### src/rtl/freq_meter.sv
`timescale 1ns/1ps
// freq_meter: counts synchronized rising edges of sig_in over a GATE_CYCLES-cycle gate window.
// Define PERIOD_MEAS_EN to add edge-to-edge period measurement (period, period_valid).
module freq_meter #(
   parameter int unsigned GATE_CYCLES = 50000000,
   parameter int unsigned CNT_W       = 32
) (
   input  logic             clk,
   input  logic             rst,
   input  logic             sig_in,
   input  logic             enable,
   output logic [CNT_W-1:0] freq,
   output logic             freq_valid,
   output logic             overflow,
   output logic             busy
`ifdef PERIOD_MEAS_EN
   ,
   output logic [CNT_W-1:0] period,
   output logic             period_valid
`endif
);
   localparam int unsigned       GATE_W    = (GATE_CYCLES > 1) ? $clog2(GATE_CYCLES) : 1;
   localparam logic [GATE_W-1:0] GATE_LAST = GATE_W'(GATE_CYCLES - 1);
   localparam logic [CNT_W-1:0]  CNT_MAX   = '1;

   typedef enum logic [1:0] {S_IDLE, S_ARM, S_MEASURE} state_t;

   state_t            state_q, state_d;
   logic              s1_q, s2_q, s3_q;
   logic              edge_det;
   logic [GATE_W-1:0] gate_cnt_q, gate_cnt_d;
   logic [CNT_W-1:0]  edge_cnt_q, edge_cnt_d, edge_cnt_inc;
   logic              sat_q, sat_d, sat_inc;
   logic [CNT_W-1:0]  freq_q, freq_d;
   logic              ovf_q, ovf_d;
   logic              valid_q, valid_d;

   // s1/s2 synchronize sig_in; s3 delays s2 so a 0->1 step yields a single-cycle edge.
   always_ff @(posedge clk) begin
      if (!rst) begin
         s1_q <= 1'b0;
         s2_q <= 1'b0;
         s3_q <= 1'b0;
      end else begin
         // NOTE: non-blocking so each flop takes its source's value from before the edge.
         s1_q <= sig_in;
         s2_q <= s1_q;
         s3_q <= s2_q;
      end
   end

   assign edge_det     = s2_q & ~s3_q;
   assign edge_cnt_inc = (edge_det && (edge_cnt_q != CNT_MAX)) ? edge_cnt_q + 1'b1 : edge_cnt_q;
   assign sat_inc      = sat_q | (edge_cnt_inc == CNT_MAX);

   always_comb begin
      // NOTE: every output of this block gets a default first so no path can infer a latch.
      state_d    = state_q;
      gate_cnt_d = gate_cnt_q;
      edge_cnt_d = edge_cnt_q;
      sat_d      = sat_q;
      freq_d     = freq_q;
      ovf_d      = ovf_q;
      valid_d    = 1'b0;
      case (state_q)
         S_IDLE: begin
            if (enable) state_d = S_ARM;
         end
         S_ARM: begin
            state_d    = S_MEASURE;
            gate_cnt_d = '0;
            edge_cnt_d = '0;
            sat_d      = 1'b0;
         end
         S_MEASURE: begin
            if (!enable) begin
               state_d = S_IDLE;
            end else if (gate_cnt_q == GATE_LAST) begin
               // Close the window including this cycle's edge; the next window starts at once.
               freq_d     = edge_cnt_inc;
               ovf_d      = sat_inc;
               valid_d    = 1'b1;
               gate_cnt_d = '0;
               edge_cnt_d = '0;
               sat_d      = 1'b0;
            end else begin
               gate_cnt_d = gate_cnt_q + 1'b1;
               edge_cnt_d = edge_cnt_inc;
               sat_d      = sat_inc;
            end
         end
         default: state_d = S_IDLE;
      endcase
   end

   always_ff @(posedge clk) begin
      if (!rst) begin
         state_q    <= S_IDLE;
         gate_cnt_q <= '0;
         edge_cnt_q <= '0;
         sat_q      <= 1'b0;
         freq_q     <= '0;
         ovf_q      <= 1'b0;
         valid_q    <= 1'b0;
      end else begin
         state_q    <= state_d;
         gate_cnt_q <= gate_cnt_d;
         edge_cnt_q <= edge_cnt_d;
         sat_q      <= sat_d;
         freq_q     <= freq_d;
         ovf_q      <= ovf_d;
         valid_q    <= valid_d;
      end
   end

   assign freq       = freq_q;
   assign freq_valid = valid_q;
   assign overflow   = ovf_q;
   assign busy       = (state_q != S_IDLE);

`ifdef PERIOD_MEAS_EN
   logic [CNT_W-1:0] per_cnt_q, per_cnt_d;
   logic [CNT_W-1:0] period_q, period_d;
   logic             seen_q, seen_d;
   logic             pval_q, pval_d;

   // per_cnt is 1 on an edge cycle, so the next edge reads the edge-to-edge distance.
   always_comb begin
      per_cnt_d = per_cnt_q;
      seen_d    = seen_q;
      period_d  = period_q;
      pval_d    = 1'b0;
      if (state_q == S_ARM) begin
         per_cnt_d = '0;
         seen_d    = 1'b0;
      end else if ((state_q == S_MEASURE) && enable) begin
         if (edge_det) begin
            if (seen_q) begin
               period_d = per_cnt_q;
               pval_d   = 1'b1;
            end
            per_cnt_d = CNT_W'(1);
            seen_d    = 1'b1;
         end else if (per_cnt_q != CNT_MAX) begin
            per_cnt_d = per_cnt_q + 1'b1;
         end
      end
   end

   always_ff @(posedge clk) begin
      if (!rst) begin
         per_cnt_q <= '0;
         seen_q    <= 1'b0;
         period_q  <= '0;
         pval_q    <= 1'b0;
      end else begin
         per_cnt_q <= per_cnt_d;
         seen_q    <= seen_d;
         period_q  <= period_d;
         pval_q    <= pval_d;
      end
   end

   assign period       = period_q;
   assign period_valid = pval_q;
`endif
endmodule
### config.mk
export PLATFORM = sky130hd
export DESIGN_NAME = freq_meter
export DESIGN_NICKNAME = d
export VERILOG_FILES = /design/src/rtl/freq_meter.sv
export SDC_FILE = /design/constraint.sdc
export NUM_CORES = 1
export LEC_CHECK = 0
export ABC_AREA = 0
export CAP_MARGIN = 20
export CORE_UTILIZATION = 28
export DETAILED_ROUTE_END_ITERATION = 8
export GPL_TIMING_DRIVEN = 0
export SYNTH_ARGS = -nofsm -noshare
export SYNTH_HDL_FRONTEND = slang
export SYNTH_SLANG_ARGS = --single-unit
### constraint.sdc
create_clock -name clk -period 5.05 [get_ports clk]
set_clock_uncertainty 0.1 [all_clocks]
set_input_delay 1.01 -clock clk [delete_from_list [all_inputs] [get_ports clk]]
set_output_delay 1.01 -clock clk [all_outputs]
set_load 0.01 [all_outputs]
# ---- After elaboration in Yosys (flattened, before gate mapping)
# Cells that the tools add are included.
dict set report totals {
  regBits 98
  out_inout_bits 35
  elab_cells 45
}
dict set report op_classes {
  n_addsub 2
  eq_ne 8
  n_mux 14
  bitwise_logic 3
  n_reduce_logical 8
}
# cell count
set op_table {}
lappend op_table {{$mux W32} 3}
lappend op_table {{$pmux W32 S2} 1}
lappend op_table {{$mux W26} 2}
lappend op_table {{$pmux W26 S2} 1}
lappend op_table {{$add A32 B1 Y32 const B} 1}
lappend op_table {{$eq A32 B32 Y1 const B} 1}
lappend op_table {{$ne A32 B32 Y1 const B} 1}
lappend op_table {{$add A26 B1 Y26 const B} 1}
lappend op_table {{$eq A26 B26 Y1 const B} 1}
lappend op_table {{$ne A2 B2 Y1 const B} 3}
lappend op_table {{$pmux W2 S3} 1}
lappend op_table {{$reduce_and A3 Y1} 2}
lappend op_table {{$mux W2} 2}
lappend op_table {{$reduce_and A2 Y1} 2}
lappend op_table {{$reduce_bool A2 Y1} 2}
lappend op_table {{$mux W1} 3}
lappend op_table {{$eq A2 B1 Y1 const B} 1}
lappend op_table {{$eq A2 B2 Y1 const B} 1}
lappend op_table {{$logic_not A2 Y1} 1}
lappend op_table {{$pmux W1 S2} 1}
lappend op_table {{$and A1 B1 Y1} 1}
lappend op_table {{$logic_and A1 B1 Y1} 1}
lappend op_table {{$not A1 Y1} 1}
lappend op_table {{$or A1 B1 Y1} 1}

# ---- Depth between registers and ports, before layout
# Gate-level depths: netlist of run 1.
dict set report logic_depth {
  ltp_word 9
  depth_mapped 11
  depth_no_buf 9
}

# ---- Least setup slack after synthesis of run 1
# OpenSTA, ideal clock, no wires.
dict set report synth_path {
  path_kind {register to register}
  start {register edge_cnt_q[0]}
  end {register ovf_q (netlist: overflow)}
  setup_time_ps 96
  t_arrival_ps 2405
  required_time_ps 4854
  setup_slack_ps 2449
  path_stages_with_launch 11
  n_path_buf 1
  synth_period_minus_slack_ps 2601
  path_cell_list {dfxtp_1 -> ha_1 -> and3b_1 -> buf_2 -> nand3_4 -> a2111oi_2 -> nand3_1 -> xor2_1 -> nor4_2 -> nand4_1 -> o41ai_2}
}
dict set report synth_via {
  elab_chain_cells 5
  elab_cells_between_ends 6
}
# element line
set synth_lines {}
lappend synth_lines {{from (decl)} 32} ;# logic [CNT_W-1:0] edge_cnt_q, edge_cnt_d, edge_cnt_inc;
lappend synth_lines {{from (signal assigned)} 108} ;# edge_cnt_q <= edge_cnt_d;
lappend synth_lines {{branches (longest 2 deep; another with $add A32 B1 Y32)} -}
lappend synth_lines {{$mux W32 (*)} 53} ;# assign edge_cnt_inc = (edge_det && (edge_cnt_q != CNT_MAX)) ? edge_cnt_q + 1'b1 : edge_cnt_q;
lappend synth_lines {{$eq A32 B32 Y1 (*)} 54} ;# assign sat_inc = sat_q | (edge_cnt_inc == CNT_MAX);
lappend synth_lines {{$or A1 B1 Y1 (*)} 54}
lappend synth_lines {{to (signal assigned)} 111} ;# ovf_q <= ovf_d;
lappend synth_lines {{to (decl)} 35} ;# logic ovf_q, ovf_d;
# Mark *: on every way between the ends.
# A chain may end at the register's enable or synchronous reset.

# ---- Final worst setup path of run 1
dict set report layout_path {
  start {input port enable}
  end {register gate_cnt_q[22]}
}
dict set report layout_via {
  elab_chain_cells 2
}
# element line
set layout_lines {}
lappend layout_lines {{from (decl)} 11} ;# input logic enable,
lappend layout_lines {{$ne A2 B2 Y1 (no line)} -}
lappend layout_lines {{$reduce_and A2 Y1 (no line)} -}
lappend layout_lines {{to (signal assigned)} 107} ;# gate_cnt_q <= gate_cnt_d;
lappend layout_lines {{to (decl)} 31} ;# logic [GATE_W-1:0] gate_cnt_q, gate_cnt_d;
# Every way passes these cells.

==> metrics.txt, run 1 <==
fin crit share 0.692; Hold WS 0.335 ns; Avg Inst Size Synth 8.23 um2; CTS Root Cell clkbuf_16; site row count between 40 and 50; Net Switching 377 uW; Post-Route WL ~16000 um; CP Launch Type input pin; setup_tns 0 ns; Slew @ Worst Pin 0.786 ns; CTS Sinks between 90 and 100; WS Path Type input pin to register; Peak VDD IR around 0.00015 V; Area growth, synth to finish 18.6%; Synth Warn # 0; Post-Synthesis Cells 640; CTS tree yes; unrepaired setup endpoints after global routing no; largest net degree at the start of global routing 17; critical path data required time 5.25 ns; global-route usage over all layers 0.166; Hold Violations, Final 0; Ant. Diodes 0; post-CTS setup buffers 0; Reg power frac 0.490; core area 0.0182 mm2; P_int approximately 1200 uW; combinational share of power 0.049; vias per cell 5.23; Pre-antenna DRT Iters 7; power per cell area about 250 mW/mm2; Reg clk slew, reported paths around 0.060 ns; max_slew headroom 0.476; Final Core Density 0.343; IO Port Bufs 38; H-Tree Depth 3; # DRC 5; top_reg_cell synth dfxtp_1; total grt overflow 0; Switching Fraction 0.238; post-CTS sizing 0; EDFF count, synth 0; arrival time at the worst endpoint between 3 and 4 ns; Hold Crit Class register to register; fmax between 0.2 and 0.3 GHz; DRT antenna net count 0; final setup violation count 0; Placer Congestion 0.891; first-pass GRT wire length 24900 um; TritonCTS Buffers 9; Tmin final between 3 and 4 ns; share of layout cells above drive strength 1 0.0850; die area 0.0194 mm2; Starting Density 0.289; fraction of registers with async set/reset 0; Layout Nets roughly 700; clock network power share 0.461; Ports 39; Die X around 140 um; initial antenna violation count 0; Critical Path End Type register; failing checks design-rule violations; Post-Syn Nets 646; die height 139 um; number of maximum-capacitance violations 0; maximum fanout along the worst path 10; register area share after synthesis 0.372; area of the mapped netlist around 0.0053 mm2; post-synthesis register bit count a little under 100; drt initial violations roughly 380; Clock Latency Late Sink 0.36 ns; outcome finished, violations left; total number of vias between 4000 and 5000; library cells used by synthesis 66; CTS Buffer Depth 2; Final Slew Violations 0; vias in the first global route 4566; hold buffers post-CTS 0; Leak between 0.002 and 0.0025 uW; DPL Wire Length approximately 11000 um; wire per inst 17.0 um
## power by group through the flow
stage                     clock network, uW  logic, uW  registers (uW)
after detailed placement                  0       76.4             795
after global placement                    0       76.2             795
final                                   731       77.2             777
after floorplan                           0       43.8             794
after CTS                               746       76.8             777
after global routing                    777       84.1             777
## cells in the final DEF (no fill, tap or decap), types with 3 or more instances in the layout
master / Yosys / routed
inv_1: 5 / 5
clkdlybuf4s50_1: 0 / 38
or2_2: 6 / 6
buf_4: 4 / 4
nor3_1: 26 / 26
o211ai_1: 3 / 3
and3_1: 9 / 9
o21ai_0: 39 / 39
nor2b_1: 30 / 30
clkbuf_1: 28 / 28
clkbuf_16: 0 / 9
nor2_1: 30 / 30
nand4b_1: 5 / 5
xor2_1: 20 / 20
a21boi_0: 6 / 6
a22oi_1: 8 / 8
and2_1: 22 / 22
a21o_1: 5 / 5
or3_1: 5 / 5
xnor2_1: 17 / 17
o211a_1: 28 / 28
nand2_1: 89 / 89
buf_2: 11 / 11
nor4_1: 10 / 10
dfxtp_1: 98 / 98
nand3_1: 28 / 28
a21oi_1: 33 / 33
nand4_1: 17 / 17
and4_1: 7 / 7
## worst max-delay path: stages
cell	delay [ns]
clkdlybuf4s50_1	0.55
nand2_1	0.28
a31oi_1	0.41
clkbuf_1	0.53
clkbuf_1	0.48
o21ai_0	0.17
nand3_1	0.12
o211a_1	0.15
## stage by stage
stage          area, um2  power (uW)  setup WS, ns  instances
2_1_floorplan       5270         838          2.45        640
4_1_cts             6250        1600          1.57        923
6_report            6250        1580          1.56        923
3_3_place_gp        5940         871          1.18        907
5_1_grt             6250        1640          1.36        923
3_5_place_dp        5940         871          1.20        907
## registers in the layout (all words and copies together) (netlist names), 2 cells and up
| signal | count |
|---|---|
| state_q | 2 |
| gate_cnt_q | 26 |
| edge_cnt_q | 32 |
| freq | 32 |
## cell usage after synthesis (3+ instances only)
cell,n,area [um2]
dfxtp_1,98,1960
nand2_1,89,334
o21ai_0,39,195
a21oi_1,33,165
nor2_1,30,113
nor2b_1,30,188
clkbuf_1,28,105
nand3_1,28,140
o211a_1,28,280
nor3_1,26,130
and2_1,22,138
xor2_1,20,175
nand4_1,17,106
xnor2_1,17,149
buf_2,11,55.1
nor4_1,10,62.6
and3_1,9,56.3
a22oi_1,8,60.1
and4_1,7,61.3
a21boi_0,6,45.0
or2_2,6,37.5
a21o_1,5,37.5
inv_1,5,18.8
nand4b_1,5,43.8
or3_1,5,31.3
buf_4,4,30.0
o211ai_1,3,22.5
## cells by family (layout without fill, tap and decap cells)
group,count (synthesis),in the layout,share of synthesized area
and+or+nand+nor,307,307,0.323
DFF,98,98,0.372
buffers and inverters,52,106,0.0456
adders and majority gates,2,2,0.00475
muxes,3,3,0.00594
xor gates and xnor gates,37,37,0.0615
AOI/OAI and AO/OA,141,141,0.186
## layout make-up
type	count	area [um2]
fill	1861	12000
multi-input combinational	490	3070
sequential	98	1960
timing repair buffer	38	380
tap	229	287
clock buffer	11	253
buffer	47	221
clock inverter	5	62.6
inverter	5	18.8
## final timing paths
kind / depth (start not counted) / from / slack (ns) / end
max: 8 / enable / 1.56 / gate_cnt_q[22]
min: 1 / s1_q / 0.34 / s2_q
max reg2reg: 10 / gate_cnt_q[0] / 1.75 / gate_cnt_q[3]
min reg2reg: 1 / s1_q / 0.34 / s2_q
## routing by layer
metal | global-route usage | vias up | part of all wire
met4 | 0.0743 | 0 | 0.028
met5 | 0 | - | 0
li1 | - | 2384 | -
met3 | 0.0287 | 30 | 0.053
met2 | 0.267 | 122 | 0.45
met1 | 0.216 | 2292 | 0.47
Note: power is estimated with default switching activity, not from simulation.
==> run 2, diff against run 1 <==
==> constraint.sdc (replaced) <==
create_clock -name clk -period 3.6 [get_ports clk]
set_clock_uncertainty 0.1 [all_clocks]
set_input_delay 0.72 -clock clk [delete_from_list [all_inputs] [get_ports clk]]
set_output_delay 0.72 -clock clk [all_outputs]
set_load 0.01 [all_outputs]
==> results of run 2 <==
Same layout as run 1 (identical final DEF). Status: finished, violations left: design-rule violations.
Among the figures that moved: setup slack after placement 1.20 ns -> 0.0384 ns; clock-pin slew on the worst setup and hold paths 0.06 ns -> 0.07 ns; setup slack after layout 1.56 ns -> 0.299 ns; start point of the critical path enable -> gate_cnt_q[0]; end point of the critical path gate_cnt_q[22] -> gate_cnt_q[3]; register-to-register setup slack 1.75 ns -> 0.30 ns; total power 1580 uW -> 2220 uW; worst IR drop on VDD 0.000153 V -> 0.000215 V
